`src/rtl/mem_bus_arbiter_if.sv`:
```
// Bus bundle between the two requesting masters, the arbiter and the shared slave.
// The o_m*_err signals exist only when MEM_ARB_TIMEOUT_EN is defined.
interface mem_bus_arbiter_if #(
    parameter int unsigned ADDR_W = 32,
    parameter int unsigned DATA_W = 32
);
    logic              i_m0_req;
    logic              i_m0_we;
    logic [ADDR_W-1:0] i_m0_addr;
    logic [DATA_W-1:0] i_m0_wdata;
    logic [3:0]        i_m0_be;
    logic              o_m0_ack;
    logic [DATA_W-1:0] o_m0_rdata;

    logic              i_m1_req;
    logic              i_m1_we;
    logic [ADDR_W-1:0] i_m1_addr;
    logic [DATA_W-1:0] i_m1_wdata;
    logic [3:0]        i_m1_be;
    logic              o_m1_ack;
    logic [DATA_W-1:0] o_m1_rdata;

    logic              o_s_req;
    logic              o_s_we;
    logic [ADDR_W-1:0] o_s_addr;
    logic [DATA_W-1:0] o_s_wdata;
    logic [3:0]        o_s_be;
    logic              i_s_ack;
    logic [DATA_W-1:0] i_s_rdata;

    logic              o_owner;
    logic              o_busy;

`ifdef MEM_ARB_TIMEOUT_EN
    logic              o_m0_err;
    logic              o_m1_err;
`endif

    // Arbiter view: serves the masters and drives the slave.
    modport slave (
`ifdef MEM_ARB_TIMEOUT_EN
        output o_m0_err, output o_m1_err,
`endif
        input  i_m0_req, input i_m0_we, input i_m0_addr, input i_m0_wdata, input i_m0_be,
        output o_m0_ack, output o_m0_rdata,
        input  i_m1_req, input i_m1_we, input i_m1_addr, input i_m1_wdata, input i_m1_be,
        output o_m1_ack, output o_m1_rdata,
        output o_s_req, output o_s_we, output o_s_addr, output o_s_wdata, output o_s_be,
        input  i_s_ack, input i_s_rdata,
        output o_owner, output o_busy
    );

    // Environment view: the masters and the slave model around the arbiter.
    modport master (
`ifdef MEM_ARB_TIMEOUT_EN
        input  o_m0_err, input o_m1_err,
`endif
        output i_m0_req, output i_m0_we, output i_m0_addr, output i_m0_wdata, output i_m0_be,
        input  o_m0_ack, input o_m0_rdata,
        output i_m1_req, output i_m1_we, output i_m1_addr, output i_m1_wdata, output i_m1_be,
        input  o_m1_ack, input o_m1_rdata,
        input  o_s_req, input o_s_we, input o_s_addr, input o_s_wdata, input o_s_be,
        output i_s_ack, output i_s_rdata,
        input  o_owner, input o_busy
    );
endinterface

```
`src/rtl/mem_bus_arbiter.sv`:
```
// Two-master, one-slave memory bus arbiter: fixed master-0 priority, bounded master-1 starvation.
// Defining MEM_ARB_TIMEOUT_EN adds a slave-ack timeout with per-master error flags.
module mem_bus_arbiter #(
    parameter int unsigned ADDR_W      = 32,
    parameter int unsigned DATA_W      = 32,
    parameter int unsigned STARVE_MAX  = 8
`ifdef MEM_ARB_TIMEOUT_EN
    ,
    parameter int unsigned TIMEOUT_CYC = 64
`endif
) (
    input logic              i_clk,
    input logic              i_reset,
    mem_bus_arbiter_if.slave bus
);

    typedef enum logic [1:0] {
        StIdle,
        StGnt0,
        StGnt1
    } state_e;

    localparam logic [7:0] StarveMax = 8'(STARVE_MAX);

    state_e            state_q, state_d;
    logic [7:0]        starve_cnt_q, starve_cnt_d;
    logic              owner_q, owner_d;
    logic              s_req_q, s_req_d;
    logic              s_we_q, s_we_d;
    logic [ADDR_W-1:0] s_addr_q, s_addr_d;
    logic [DATA_W-1:0] s_wdata_q, s_wdata_d;
    logic [3:0]        s_be_q, s_be_d;

    logic              grant_m0;
    logic              grant_m1;
    logic              in_gnt;
    logic              done;
    logic              timeout;
    logic [DATA_W-1:0] rsp_data;

    // Arbitration only in IDLE; on a tie m1 wins once m0 has used up its allowed streak.
    assign grant_m1 = (state_q == StIdle) && bus.i_m1_req &&
                      (!bus.i_m0_req || (starve_cnt_q == StarveMax));
    assign grant_m0 = (state_q == StIdle) && bus.i_m0_req && !grant_m1;
    assign in_gnt   = (state_q == StGnt0) || (state_q == StGnt1);
    assign done     = in_gnt && (bus.i_s_ack || timeout);

`ifdef MEM_ARB_TIMEOUT_EN
    localparam logic [7:0] WaitLast = 8'(TIMEOUT_CYC - 1);

    logic [7:0] wait_cnt_q, wait_cnt_d;

    assign timeout = in_gnt && !bus.i_s_ack && (wait_cnt_q == WaitLast);

    always_comb begin
        wait_cnt_d = wait_cnt_q;
        if (grant_m0 || grant_m1) begin
            wait_cnt_d = '0;
        end else if (in_gnt && !bus.i_s_ack) begin
            wait_cnt_d = wait_cnt_q + 8'd1;
        end
    end

    always_ff @(posedge i_clk) begin
        if (i_reset) begin
            wait_cnt_q <= '0;
        end else begin
            wait_cnt_q <= wait_cnt_d;
        end
    end

    assign bus.o_m0_err = (state_q == StGnt0) && timeout;
    assign bus.o_m1_err = (state_q == StGnt1) && timeout;
`else
    assign timeout = 1'b0;
`endif

    always_comb begin
        state_d   = state_q;
        owner_d   = owner_q;
        s_req_d   = s_req_q;
        s_we_d    = s_we_q;
        s_addr_d  = s_addr_q;
        s_wdata_d = s_wdata_q;
        s_be_d    = s_be_q;
        unique case (state_q)
            StIdle: begin
                if (grant_m0 || grant_m1) begin
                    state_d   = grant_m1 ? StGnt1 : StGnt0;
                    owner_d   = grant_m1;
                    s_req_d   = 1'b1;
                    s_we_d    = grant_m1 ? bus.i_m1_we    : bus.i_m0_we;
                    s_addr_d  = grant_m1 ? bus.i_m1_addr  : bus.i_m0_addr;
                    s_wdata_d = grant_m1 ? bus.i_m1_wdata : bus.i_m0_wdata;
                    s_be_d    = grant_m1 ? bus.i_m1_be    : bus.i_m0_be;
                end
            end
            StGnt0, StGnt1: begin
                // Going back through IDLE guarantees one free cycle between slave requests.
                if (done) begin
                    state_d = StIdle;
                    s_req_d = 1'b0;
                end
            end
            default: begin
                state_d = StIdle;
                s_req_d = 1'b0;
            end
        endcase
    end

    always_comb begin
        starve_cnt_d = starve_cnt_q;
        if (!bus.i_m1_req || grant_m1) begin
            starve_cnt_d = '0;
        end else if (grant_m0 && (starve_cnt_q < StarveMax)) begin
            starve_cnt_d = starve_cnt_q + 8'd1;
        end
    end

    always_ff @(posedge i_clk) begin
        if (i_reset) begin
            state_q      <= StIdle;
            starve_cnt_q <= '0;
            owner_q      <= 1'b0;
            s_req_q      <= 1'b0;
            s_we_q       <= 1'b0;
            s_addr_q     <= '0;
            s_wdata_q    <= '0;
            s_be_q       <= '0;
        end else begin
            state_q      <= state_d;
            starve_cnt_q <= starve_cnt_d;
            owner_q      <= owner_d;
            s_req_q      <= s_req_d;
            s_we_q       <= s_we_d;
            s_addr_q     <= s_addr_d;
            s_wdata_q    <= s_wdata_d;
            s_be_q       <= s_be_d;
        end
    end

    assign rsp_data = timeout ? DATA_W'(32'hDEAD_BEEF) : bus.i_s_rdata;

    assign bus.o_s_req    = s_req_q;
    assign bus.o_s_we     = s_we_q;
    assign bus.o_s_addr   = s_addr_q;
    assign bus.o_s_wdata  = s_wdata_q;
    assign bus.o_s_be     = s_be_q;
    assign bus.o_owner    = owner_q;
    assign bus.o_busy     = s_req_q;

    assign bus.o_m0_ack   = (state_q == StGnt0) && (bus.i_s_ack || timeout);
    assign bus.o_m1_ack   = (state_q == StGnt1) && (bus.i_s_ack || timeout);
    assign bus.o_m0_rdata = (state_q == StGnt0) ? rsp_data : '0;
    assign bus.o_m1_rdata = (state_q == StGnt1) ? rsp_data : '0;

endmodule

```
`src/flat_wrapper.sv`:
```
// flat-port wrapper written by rule: the top's interface ports become plain ports
module mem_bus_arbiter_flat 
#(
    parameter int unsigned ADDR_W      = 32,
    parameter int unsigned DATA_W      = 32,
    parameter int unsigned STARVE_MAX  = 8

)
  (i_clk, i_reset, bus_i_m0_req, bus_i_m0_we, bus_i_m0_addr, bus_i_m0_wdata, bus_i_m0_be, bus_o_m0_ack, bus_o_m0_rdata, bus_i_m1_req, bus_i_m1_we, bus_i_m1_addr, bus_i_m1_wdata, bus_i_m1_be, bus_o_m1_ack, bus_o_m1_rdata, bus_o_s_req, bus_o_s_we, bus_o_s_addr, bus_o_s_wdata, bus_o_s_be, bus_i_s_ack, bus_i_s_rdata, bus_o_owner, bus_o_busy);
  mem_bus_arbiter_if #(.ADDR_W(ADDR_W), .DATA_W(DATA_W)) bus_i ();
  input logic i_clk;
  input logic i_reset;
  input wire logic [$bits(bus_i.i_m0_req)-1:0] bus_i_m0_req;
  input wire logic [$bits(bus_i.i_m0_we)-1:0] bus_i_m0_we;
  input wire logic [$bits(bus_i.i_m0_addr)-1:0] bus_i_m0_addr;
  input wire logic [$bits(bus_i.i_m0_wdata)-1:0] bus_i_m0_wdata;
  input wire logic [$bits(bus_i.i_m0_be)-1:0] bus_i_m0_be;
  output wire logic [$bits(bus_i.o_m0_ack)-1:0] bus_o_m0_ack;
  output wire logic [$bits(bus_i.o_m0_rdata)-1:0] bus_o_m0_rdata;
  input wire logic [$bits(bus_i.i_m1_req)-1:0] bus_i_m1_req;
  input wire logic [$bits(bus_i.i_m1_we)-1:0] bus_i_m1_we;
  input wire logic [$bits(bus_i.i_m1_addr)-1:0] bus_i_m1_addr;
  input wire logic [$bits(bus_i.i_m1_wdata)-1:0] bus_i_m1_wdata;
  input wire logic [$bits(bus_i.i_m1_be)-1:0] bus_i_m1_be;
  output wire logic [$bits(bus_i.o_m1_ack)-1:0] bus_o_m1_ack;
  output wire logic [$bits(bus_i.o_m1_rdata)-1:0] bus_o_m1_rdata;
  output wire logic [$bits(bus_i.o_s_req)-1:0] bus_o_s_req;
  output wire logic [$bits(bus_i.o_s_we)-1:0] bus_o_s_we;
  output wire logic [$bits(bus_i.o_s_addr)-1:0] bus_o_s_addr;
  output wire logic [$bits(bus_i.o_s_wdata)-1:0] bus_o_s_wdata;
  output wire logic [$bits(bus_i.o_s_be)-1:0] bus_o_s_be;
  input wire logic [$bits(bus_i.i_s_ack)-1:0] bus_i_s_ack;
  input wire logic [$bits(bus_i.i_s_rdata)-1:0] bus_i_s_rdata;
  output wire logic [$bits(bus_i.o_owner)-1:0] bus_o_owner;
  output wire logic [$bits(bus_i.o_busy)-1:0] bus_o_busy;
  assign bus_i.i_m0_req = bus_i_m0_req;
  assign bus_i.i_m0_we = bus_i_m0_we;
  assign bus_i.i_m0_addr = bus_i_m0_addr;
  assign bus_i.i_m0_wdata = bus_i_m0_wdata;
  assign bus_i.i_m0_be = bus_i_m0_be;
  assign bus_o_m0_ack = bus_i.o_m0_ack;
  assign bus_o_m0_rdata = bus_i.o_m0_rdata;
  assign bus_i.i_m1_req = bus_i_m1_req;
  assign bus_i.i_m1_we = bus_i_m1_we;
  assign bus_i.i_m1_addr = bus_i_m1_addr;
  assign bus_i.i_m1_wdata = bus_i_m1_wdata;
  assign bus_i.i_m1_be = bus_i_m1_be;
  assign bus_o_m1_ack = bus_i.o_m1_ack;
  assign bus_o_m1_rdata = bus_i.o_m1_rdata;
  assign bus_o_s_req = bus_i.o_s_req;
  assign bus_o_s_we = bus_i.o_s_we;
  assign bus_o_s_addr = bus_i.o_s_addr;
  assign bus_o_s_wdata = bus_i.o_s_wdata;
  assign bus_o_s_be = bus_i.o_s_be;
  assign bus_i.i_s_ack = bus_i_s_ack;
  assign bus_i.i_s_rdata = bus_i_s_rdata;
  assign bus_o_owner = bus_i.o_owner;
  assign bus_o_busy = bus_i.o_busy;
  mem_bus_arbiter #(.ADDR_W(ADDR_W), .DATA_W(DATA_W), .STARVE_MAX(STARVE_MAX)) u_core (.i_clk(i_clk), .i_reset(i_reset), .bus(bus_i));
endmodule
```
`config.mk`:
```
export PLATFORM = sky130hd
export DESIGN_NAME = mem_bus_arbiter_flat
export DESIGN_NICKNAME = d
export VERILOG_FILES = /design/src/rtl/mem_bus_arbiter_if.sv /design/src/rtl/mem_bus_arbiter.sv /design/src/flat_wrapper.sv
export SDC_FILE = /design/constraint.sdc
export NUM_CORES = 1
export LEC_CHECK = 0
export CAP_MARGIN = 5
export CORE_ASPECT_RATIO = 0.5
export CORE_MARGIN = 3
export CORE_UTILIZATION = 40
export DETAILED_ROUTE_END_ITERATION = 6
export GPL_ROUTABILITY_DRIVEN = 1
export GPL_TIMING_DRIVEN = 0
export PLACE_DENSITY = 0.83
export SYNTH_ARGS = -nofsm -noshare
export SYNTH_HDL_FRONTEND = slang
export SYNTH_SLANG_ARGS = --single-unit
```
`constraint.sdc`:
```
create_clock -name i_clk -period 2.53 [get_ports i_clk]
set_clock_uncertainty 0.15 [all_clocks]
set_input_delay 0.253 -clock i_clk [delete_from_list [all_inputs] [get_ports i_clk]]
set_output_delay 0.253 -clock i_clk [all_outputs]
set_load 0.05 [all_outputs]
```
# After elaboration in Yosys (flattened, before gate mapping)
# Cells that the tools add are included.
# word_totals
ff_bits	81
wordCells	48
# op_classes
n_reduce_logical	20
eq_ne	5
order_cmp	1
n_mux	13
add_sub_neg	1
# ops
op	n
$mux W32	4
$add A8 B1 Y8 const B	1
$eq A8 B4 Y1 const B	1
$logic_and A1 B1 Y1	8
$lt A8 B4 Y1 const B	1
$mux W2	3
$logic_or A1 B1 Y1	4
$mux W4	1
$pmux W2 S2	1
$reduce_and A2 Y1	2
$reduce_or A2 Y1	2
$logic_not A1 Y1	3
$mux W1	3
$eq A2 B1 Y1 const B	1
$eq A2 B2 Y1 const B	1
$logic_not A2 Y1	1
$ne A2 B1 Y1 const B	1
$ne A2 B2 Y1 const B	1
$pmux W1 S2	1

# Depth between registers and ports, before layout
# Gate-level depths: netlist of run 1.
# logic_depth
word_depth	8
depth_mapped	8
depth_no_buf	6

# Worst setup path after synthesis of run 1
# No wires, ideal clock.
# synth_path
kind	register to register
from	register u_core.starve_cnt_q[4]
to	register u_core.s_addr_q[0], in the netlist u_core.bus.o_s_addr[0]
n_path_buf	3
stages_incl_launch_ff	8
arrival_time_ns	1.807
setup_ns	0.157
t_required_ns	2.223
slack_ns	0.416
cell_sequence	dfxtp_1 -> or4_1 -> buf_4 -> or3_1 -> buf_6 -> buf_6 -> nor3_2 -> a2111oi_2
# synth_via
elab_chain_len	7
# synth_rtl
element	line	text
from (decl)	mem_bus_arbiter.sv:26	logic [7:0] starve_cnt_q, starve_cnt_d;
from (signal assigned)	mem_bus_arbiter.sv:133	starve_cnt_q <= starve_cnt_d;
$eq A8 B4 Y1 *	mem_bus_arbiter.sv:43	(!bus.i_m0_req || (starve_cnt_q == StarveMax));
$logic_or A1 B1 Y1 *	mem_bus_arbiter.sv:43	
$logic_and A1 B1 Y1 *	mem_bus_arbiter.sv:42	assign grant_m1 = (state_q == StIdle) && bus.i_m1_req &&
$logic_not A1 Y1	mem_bus_arbiter.sv:44	assign grant_m0 = (state_q == StIdle) && bus.i_m0_req && !grant_m1;
$logic_and A1 B1 Y1	mem_bus_arbiter.sv:44	
$logic_or A1 B1 Y1	mem_bus_arbiter.sv:88	if (grant_m0 || grant_m1) begin
$reduce_and A2 Y1 (no line)	n/a	
to (signal assigned)	mem_bus_arbiter.sv:137	s_addr_q <= s_addr_d;
to (decl)	mem_bus_arbiter.sv:30	logic [ADDR_W-1:0] s_addr_q, s_addr_d;
# Every way passes the cells marked *; elsewhere a longest branch is shown, timed or not.
# A chain may end at the register's enable or synchronous reset.

# Worst setup path in the final report of run 1
# layout_path
from	register u_core.state_q[1]
to	output bus_o_m0_rdata[6]
# layout_via
elab_chain_len	2
# layout_rtl
element	line	text
from (decl)	mem_bus_arbiter.sv:25	state_e state_q, state_d;
from (signal assigned)	mem_bus_arbiter.sv:123	state_q <= StIdle;
from (signal assigned)	mem_bus_arbiter.sv:132	state_q <= state_d;
$eq A2 B1 Y1	mem_bus_arbiter.sv:155	assign bus.o_m0_rdata = (state_q == StGnt0) ? rsp_data : '0;
$mux W32	mem_bus_arbiter.sv:155	
to (decl)	flat_wrapper.sv:19	output wire logic [$bits(bus_i.o_m0_rdata)-1:0] bus_o_m0_rdata;
# No other way between the ends.

==> flow_summary.json, run 1 <==
{
  "status": "finished clean",
  "yosys.area.top_type": "dfxtp_1",
  "viasPerCell": 5.98,
  "syn_area_per_cell_um2": 9.02,
  "place_congestion": 0.866,
  "grt.total_usage": 0.290,
  "h-tree-depth": 3,
  "fmax_mhz": 402,
  "synth_top_area_share": 0.288,
  "cp.required_ns": 2.13,
  "firstDrtPassIters": 5,
  "critPathTopFamily": "buffers and inverters",
  "ir_worst_vdd_mv": 0.321,
  "slew_headroom": 0.468,
  "die_area_um2": 15600,
  "grt_pass1_wl_mm": 37.6,
  "initial_core_util": 0.427,
  "fin_util": 0.695,
  "drive_above_1_share": 0.191,
  "worstPathArrival_ns": 2.08,
  "finalPower_mw": 5.47,
  "cp_slowest_stage_delay_ns": 0.51,
  "fill_cells": 1060,
  "layout.nets": 1124,
  "grt_overflow_total": 0,
  "hold_class": "input pin to flip-flop",
  "cp_num_buf_inv": 3,
  "maxCapViolations": 0,
  "tightestPinTransition_ns": 0.799,
  "route.met3.wl_mm": 1.54,
  "multiInputGateArea_um2": 3620,
  "grt_max_degree": 13,
  "antenna_found_initial": 0,
  "met1Wirelength_mm": 9.68,
  "leakagePower_nw": 3.18,
  "critPathSlowestCell": "clkdlybuf4s15_1",
  "grt_pass1_vias": 6711,
  "numCtsBuffers": 9,
  "rows": 29,
  "seq_area_um2": 1620,
  "syn-num-nets": 805,
  "finalHoldViolCount": 0,
  "wl_mm": 23.9,
  "end_kind": "primary output",
  "seq_area_frac_synth": 0.288,
  "critical_path.max_fanout": 10,
  "rsz0062_at_grt": "no",
  "final_cell_mix": "clkdlybuf4s50_1 (250), dfxtp_1 (81), and2_1 (70), nor3_1 (70)",
  "synthCells": 625,
  "numPortBuffers": 310,
  "die_y_um": 90.0,
  "critPathKind": "flip-flop to primary output",
  "tritoncts": "yes",
  "drc": 0,
  "core-area_um2": 13200,
  "wl_per_cell_um": 21.1,
  "worst_setup_path_start_kind": "flip-flop",
  "ys_ff_latch": 81,
  "root_buffer": "clkbuf_16",
  "die_w_um": 174,
  "ant_nets": 0,
  "mostFrequentLayoutCell": "clkdlybuf4s50_1",
  "final_cell_area_um2": 9180,
  "synth_warnings": 0,
  "slew_violations": 0,
  "hold_buffers": 0,
  "postPlaceCellArea_um2": 8970,
  "drt_first_iter_violations": 523,
  "netlist_area_um2": 5640,
  "wl_met2_mm": 11.8,
  "io_pins": 313,
  "clk_latency_ns": 0.35,
  "clk_pin_slew_ns": 0.06,
  "cp_cell_sequence": "inv_1 -> ha_1 -> clkbuf_1 -> and2_1 -> clkdlybuf4s15_1",
  "period_needed_ns": 2.49,
  "period_share": 0.983,
  "antennaDiodeCount": 0,
  "ys_types": 35,
  "power_density_nw_per_um2": 596,
  "via_count": 6791,
  "clk_path_buf_depth": 2,
  "clock-sinks": 81,
  "yosys-top-cells-area": "dfxtp_1 (29%), nor3_2 (12%), a2111oi_2 (11%)",
  "top_layer": "met4",
  "setup_viol_count_final": 0,
  "area_growth_pct": 62.9,
  "dp_hpwl_mm": 18.0
}
==> logic make-up after synthesis <==
logic type	synth area share
compound gates	0.338
xor+xnor	0.00311
fa+ha+maj	0.0111
buf+inv	0.0710
flops	0.288
mux	0.00178
simple gates	0.287
==> sequential cells by signal, summed over array words and instances (netlist names) <==
signal / flops
u_core.state_q: 2
u_core.bus.o_s_wdata: 32
u_core.bus.o_s_be: 4
u_core.bus.o_owner: 1
u_core.bus.o_s_we: 1
u_core.starve_cnt_q: 8
u_core.bus.o_busy: 1
u_core.bus.o_s_addr: 32
==> layout make-up <==
type                       instances  share of cell area
multi-input combinational        461               0.394
clock inverter                     2             0.00654
tap                              186              0.0253
timing repair buffer             310               0.324
buffer                            75              0.0418
clock buffer                      14              0.0287
inverter                           6             0.00245
sequential                        81               0.177
==> where the power goes <==
part           total [mW]  internal [mW]  leakage [nW]  switching, mW
clock network        1.47          0.921         0.157          0.548
registers            1.54           1.44         0.671         0.0975
logic                2.46          0.889          2.35           1.58
total                5.47           3.25          3.18           2.22
==> worst paths after layout <==
check	start	end	slack, ns	depth (start not counted)
setup / recovery	u_core.state_q[1]$_SDFFE_PP0P_	bus_o_m0_rdata[6]	0.04	5
setup reg to reg	u_core.state_q[0]$_SDFFE_PP0P_	u_core.bus.o_s_wdata[21]$_SDFFE_PP0P_	0.12	7
hold reg to reg	u_core.starve_cnt_q[5]$_SDFFE_PP0P_	u_core.starve_cnt_q[5]$_SDFFE_PP0P_	0.31	1
hold / removal	bus_i_m0_req	u_core.state_q[0]$_SDFFE_PP0P_	0.15	3
==> worst register-to-register path: stages (launching register included) <==
cell and delay [ns]:
dfxtp_1 0.36, inv_1 0.07, ha_1 0.22, clkbuf_2 0.22, nand2_1 0.38, clkbuf_1 0.44
nor3_1 0.11, a2111oi_1 0.33
==> routing by layer <==
layer | GRT usage | vias to the layer above
met1 | 0.360 | 3293
met4 | 0.0996 | 0
met3 | 0.0581 | 75
li1 | - | 3065
met5 | 0 | -
met2 | 0.504 | 358
==> cell usage after synthesis (all sizes together) <==
master	number
nor3	140
dfxtp	81
and2	70
a2111oi	69
o21bai	69
o22ai	69
clkbuf	55
buf	22
nor2	8
inv	6
ha	5
nand2	5
a21oi	4
nand2b	4
nor2b	2
o21ai	2
or3	2
xnor2	2
a211oi	1
a21o	1
a41oi	1
mux2i	1
nand4	1
nor4	1
o21a	1
o31a	1
or2	1
or4	1
==> repair_timing <==
action	4_1_cts	5_1_grt
resized for setup	66	95
gates cloned	0	0
endpoints found under the hold margin	0	0
endpoints found under the setup margin	85	123
setup buffers	0	0
==> through the flow <==
step	setup WS, ns	hold slack, ns	setup TNS (ns)	instances
3_3_place_gp	-0.232	0.283	-2.23	1121
3_5_place_dp	-0.286	0.292	-3.03	1121
5_1_grt	0.000212	0.166	0	1135
4_1_cts	0.00514	0.135	0	1137
6_report	0.0438	0.153	0	1135
2_1_floorplan	0.416	0.270	0	625
No activity file was read; power rests on OpenSTA's default activity.
==> run 2: changes to the inputs <==
--- a/config.mk
+++ b/config.mk
@@ -13,6 +13,7 @@
 export GPL_ROUTABILITY_DRIVEN = 1
 export GPL_TIMING_DRIVEN = 0
 export PLACE_DENSITY = 0.83
+export REMOVE_ABC_BUFFERS = 1
 export SYNTH_ARGS = -nofsm -noshare
 export SYNTH_HDL_FRONTEND = slang
 export SYNTH_SLANG_ARGS = --single-unit
==> run 2 against run 1 <==
Net effect: register-to-register slack is essentially flat; power grew 0.84%; critical path depth shrank 1; die area is the same; via count shrank 4.3%; sequential share of layout area shrank 0.14 points; critical path type is now input pin to flip-flop; critical endpoint is now u_core.bus.o_s_wdata[16]$_SDFFE_PP0P_; largest cell class unchanged.
==> flow_summary.json, run 2 (synthesis results as in run 1) <==
{
  "slew_headroom": 0.377,
  "drt_first_iter_violations": 417,
  "firstDrtPassIters": 5,
  "gr-usage-met3": 0.0669,
  "power_density_nw_per_um2": 596,
  "critical_path.max_fanout": 69,
  "setup_viol_count_final": 0,
  "period_needed_ns": 2.43,
  "wl_per_cell_um": 22.5,
  "rows": 29,
  "critPathKind": "input pin to flip-flop",
  "core-area_um2": 13200,
  "tightestPinTransition_ns": 0.935,
  "grt_max_degree": 73,
  "dp_hpwl_mm": 16.1,
  "hold_class": "flip-flop to flip-flop",
  "worst_setup_path_start_kind": "input pin",
  "antennaDiodeCount": 0,
  "clk_path_buf_depth": 2,
  "tritoncts": "yes",
  "layout.nets": 1074,
  "die_y_um": 90.0,
  "antenna_found_initial": 0,
  "wl_mm": 24.4,
  "area_growth_pct": 64.1,
  "viasPerCell": 6.00,
  "final_cell_area_um2": 9260,
  "clk_pin_slew_ns": 0.06,
  "fin_ws_ns": 0.102,
  "cp.depth": 4,
  "initial_core_util": 0.427,
  "h-tree-depth": 3,
  "drive_above_1_share": 0.179,
  "cp.required_ns": 2.58,
  "postPlaceCellArea_um2": 8870,
  "r2r_cells": 8,
  "finalHoldViolCount": 0,
  "finalPower_mw": 5.52,
  "ant_nets": 0,
  "place_ws_ns": -0.882,
  "grt_overflow_total": 0,
  "critPathSlowestCell": "nand2b_4",
  "grt_pass1_wl_mm": 36.5,
  "root_buffer": "clkbuf_16",
  "slew_violations": 0,
  "status": "finished clean",
  "worstReg2RegStart": "u_core.state_q[1]$_SDFFE_PP0P_",
  "via_count": 6500,
  "io_pins": 313,
  "grtUsageMet1": 0.349,
  "cp_cell_sequence": "clkdlybuf4s50_1 -> nand2b_4 -> o22ai_1 -> a2111oi_1",
  "fmax_mhz": 412,
  "die_area_um2": 15600,
  "period_share": 0.960,
  "end_kind": "flip-flop",
  "worstPathArrival_ns": 2.47,
  "ir_worst_vdd_mv": 0.324,
  "crit_path_end": "u_core.bus.o_s_wdata[16]$_SDFFE_PP0P_",
  "cp_num_buf_inv": 1,
  "grt.total_usage": 0.288,
  "hold_buffers": 0,
  "critPathTopFamily": "simple AND/OR/NAND/NOR gates",
  "mostFrequentLayoutCell": "clkdlybuf4s50_1",
  "die_w_um": 174,
  "place_congestion": 0.817,
  "crit_start": "bus_i_m0_req",
  "leakagePower_nw": 3.34,
  "timing.hold.ws_ns": 0.322,
  "gr-max-usage-layer": "met2",
  "rrSetupSlack_ns": 0.12,
  "numPortBuffers": 312,
  "drc": 0,
  "maxCapViolations": 0,
  "numCtsBuffers": 9,
  "grt_pass1_vias": 6382,
  "fill_cells": 1037,
  "r2r-end": "u_core.bus.o_s_be[3]$_SDFFE_PP0P_",
  "cp_slowest_stage_delay_ns": 0.78,
  "clk_latency_ns": 0.34,
  "grt_util_met2": 0.497,
  "final_cell_mix": "clkdlybuf4s50_1 (245), dfxtp_1 (81), and2_1 (70), nor3_1 (70)",
  "clock-sinks": 81
}
[run 2: cell types whose count changed in the layout (fill, tap and decap cells not counted), sizes merged]
cell / delta
clkdlybuf4s50: -5
clkdlybuf4s15: -23
or3: +1
clkbuf: -79
clkinv: +1
nor2: +1
dlygate4sd2: +52
[run 2: worst min path at each step]
| stage | from | endpoint | slack [ns] | cells past startpoint |
|---|---|---|---|---|
| final | u_core.bus.o_owner$_SDFFE_PP0P_ | u_core.bus.o_owner$_SDFFE_PP0P_ | 0.32 | 2 |
| after global routing | u_core.bus.o_owner$_SDFFE_PP0P_ | u_core.bus.o_owner$_SDFFE_PP0P_ | 0.34 | 2 |
| after CTS | u_core.bus.o_owner$_SDFFE_PP0P_ | u_core.bus.o_owner$_SDFFE_PP0P_ | 0.31 | 2 |
| after detailed placement | u_core.starve_cnt_q[5]$_SDFFE_PP0P_ | u_core.starve_cnt_q[5]$_SDFFE_PP0P_ | 0.29 | 1 |
| after global placement | u_core.starve_cnt_q[7]$_SDFFE_PP0P_ | u_core.starve_cnt_q[7]$_SDFFE_PP0P_ | 0.29 | 1 |
| after floorplan | i_reset | u_core.bus.o_owner$_SDFFE_PP0P_ | 0.17 | 1 |
[run 2: worst register-to-register path: cells and delay by family, from the launching register on]
kind,cells,cell delay (ns)
AND/OR/NAND/NOR,1,0.22
buffers and inverters,4,0.81
adder cells (fa/ha/maj),1,0.24
AO/OA/AOI/OAI,2,0.53
flip-flops,1,0.34
[run 2: timing repair]
| item | in CTS | in global routing |
|---|---|---|
| gates cloned | 1 | 1 |
| setup buffers | 6 | 7 |
| gates resized for setup | 69 | 15 |
| pin swaps | 3 | 6 |
| endpoints found under the setup margin | 141 | 66 |
[run 2: where the power goes]
group | internal (mW) | switching [mW]
clock network | 0.906 | 0.531
logic | 0.955 | 1.60
registers | 1.44 | 0.0897
[run 2: metrics by stage]
| stage | TNS (ns) | util | std cells |
|---|---|---|---|
| global route | -0.00136 | 0.701 | 1083 |
| global placement | -470.05 | 0.652 | 1046 |
| CTS | 0 | 0.696 | 1076 |
| detailed placement | -51.15 | 0.671 | 1055 |
| floorplan | -251.18 | - | 548 |
| finish | 0 | 0.701 | 1083 |
[run 2: layout make-up]
type,instances,area [um^2],area share
Multi-Input combinational cell,463,3710,0.400
Tap cell,186,233,0.0251
Inverter,6,22.5,0.00243
Clock buffer,11,253,0.0273
Clock inverter,3,65.1,0.00703
Sequential cell,81,1620,0.175
Timing Repair Buffer,333,3360,0.363
[run 2: metal layers]
| layer | up-vias | wire length, um |
|---|---|---|
| met5 | - | 0 |
| met4 | 0 | 869 |
| met3 | 66 | 1690 |
| met2 | 321 | 12100 |
| met1 | 3144 | 9780 |
| li1 | 2969 | - |
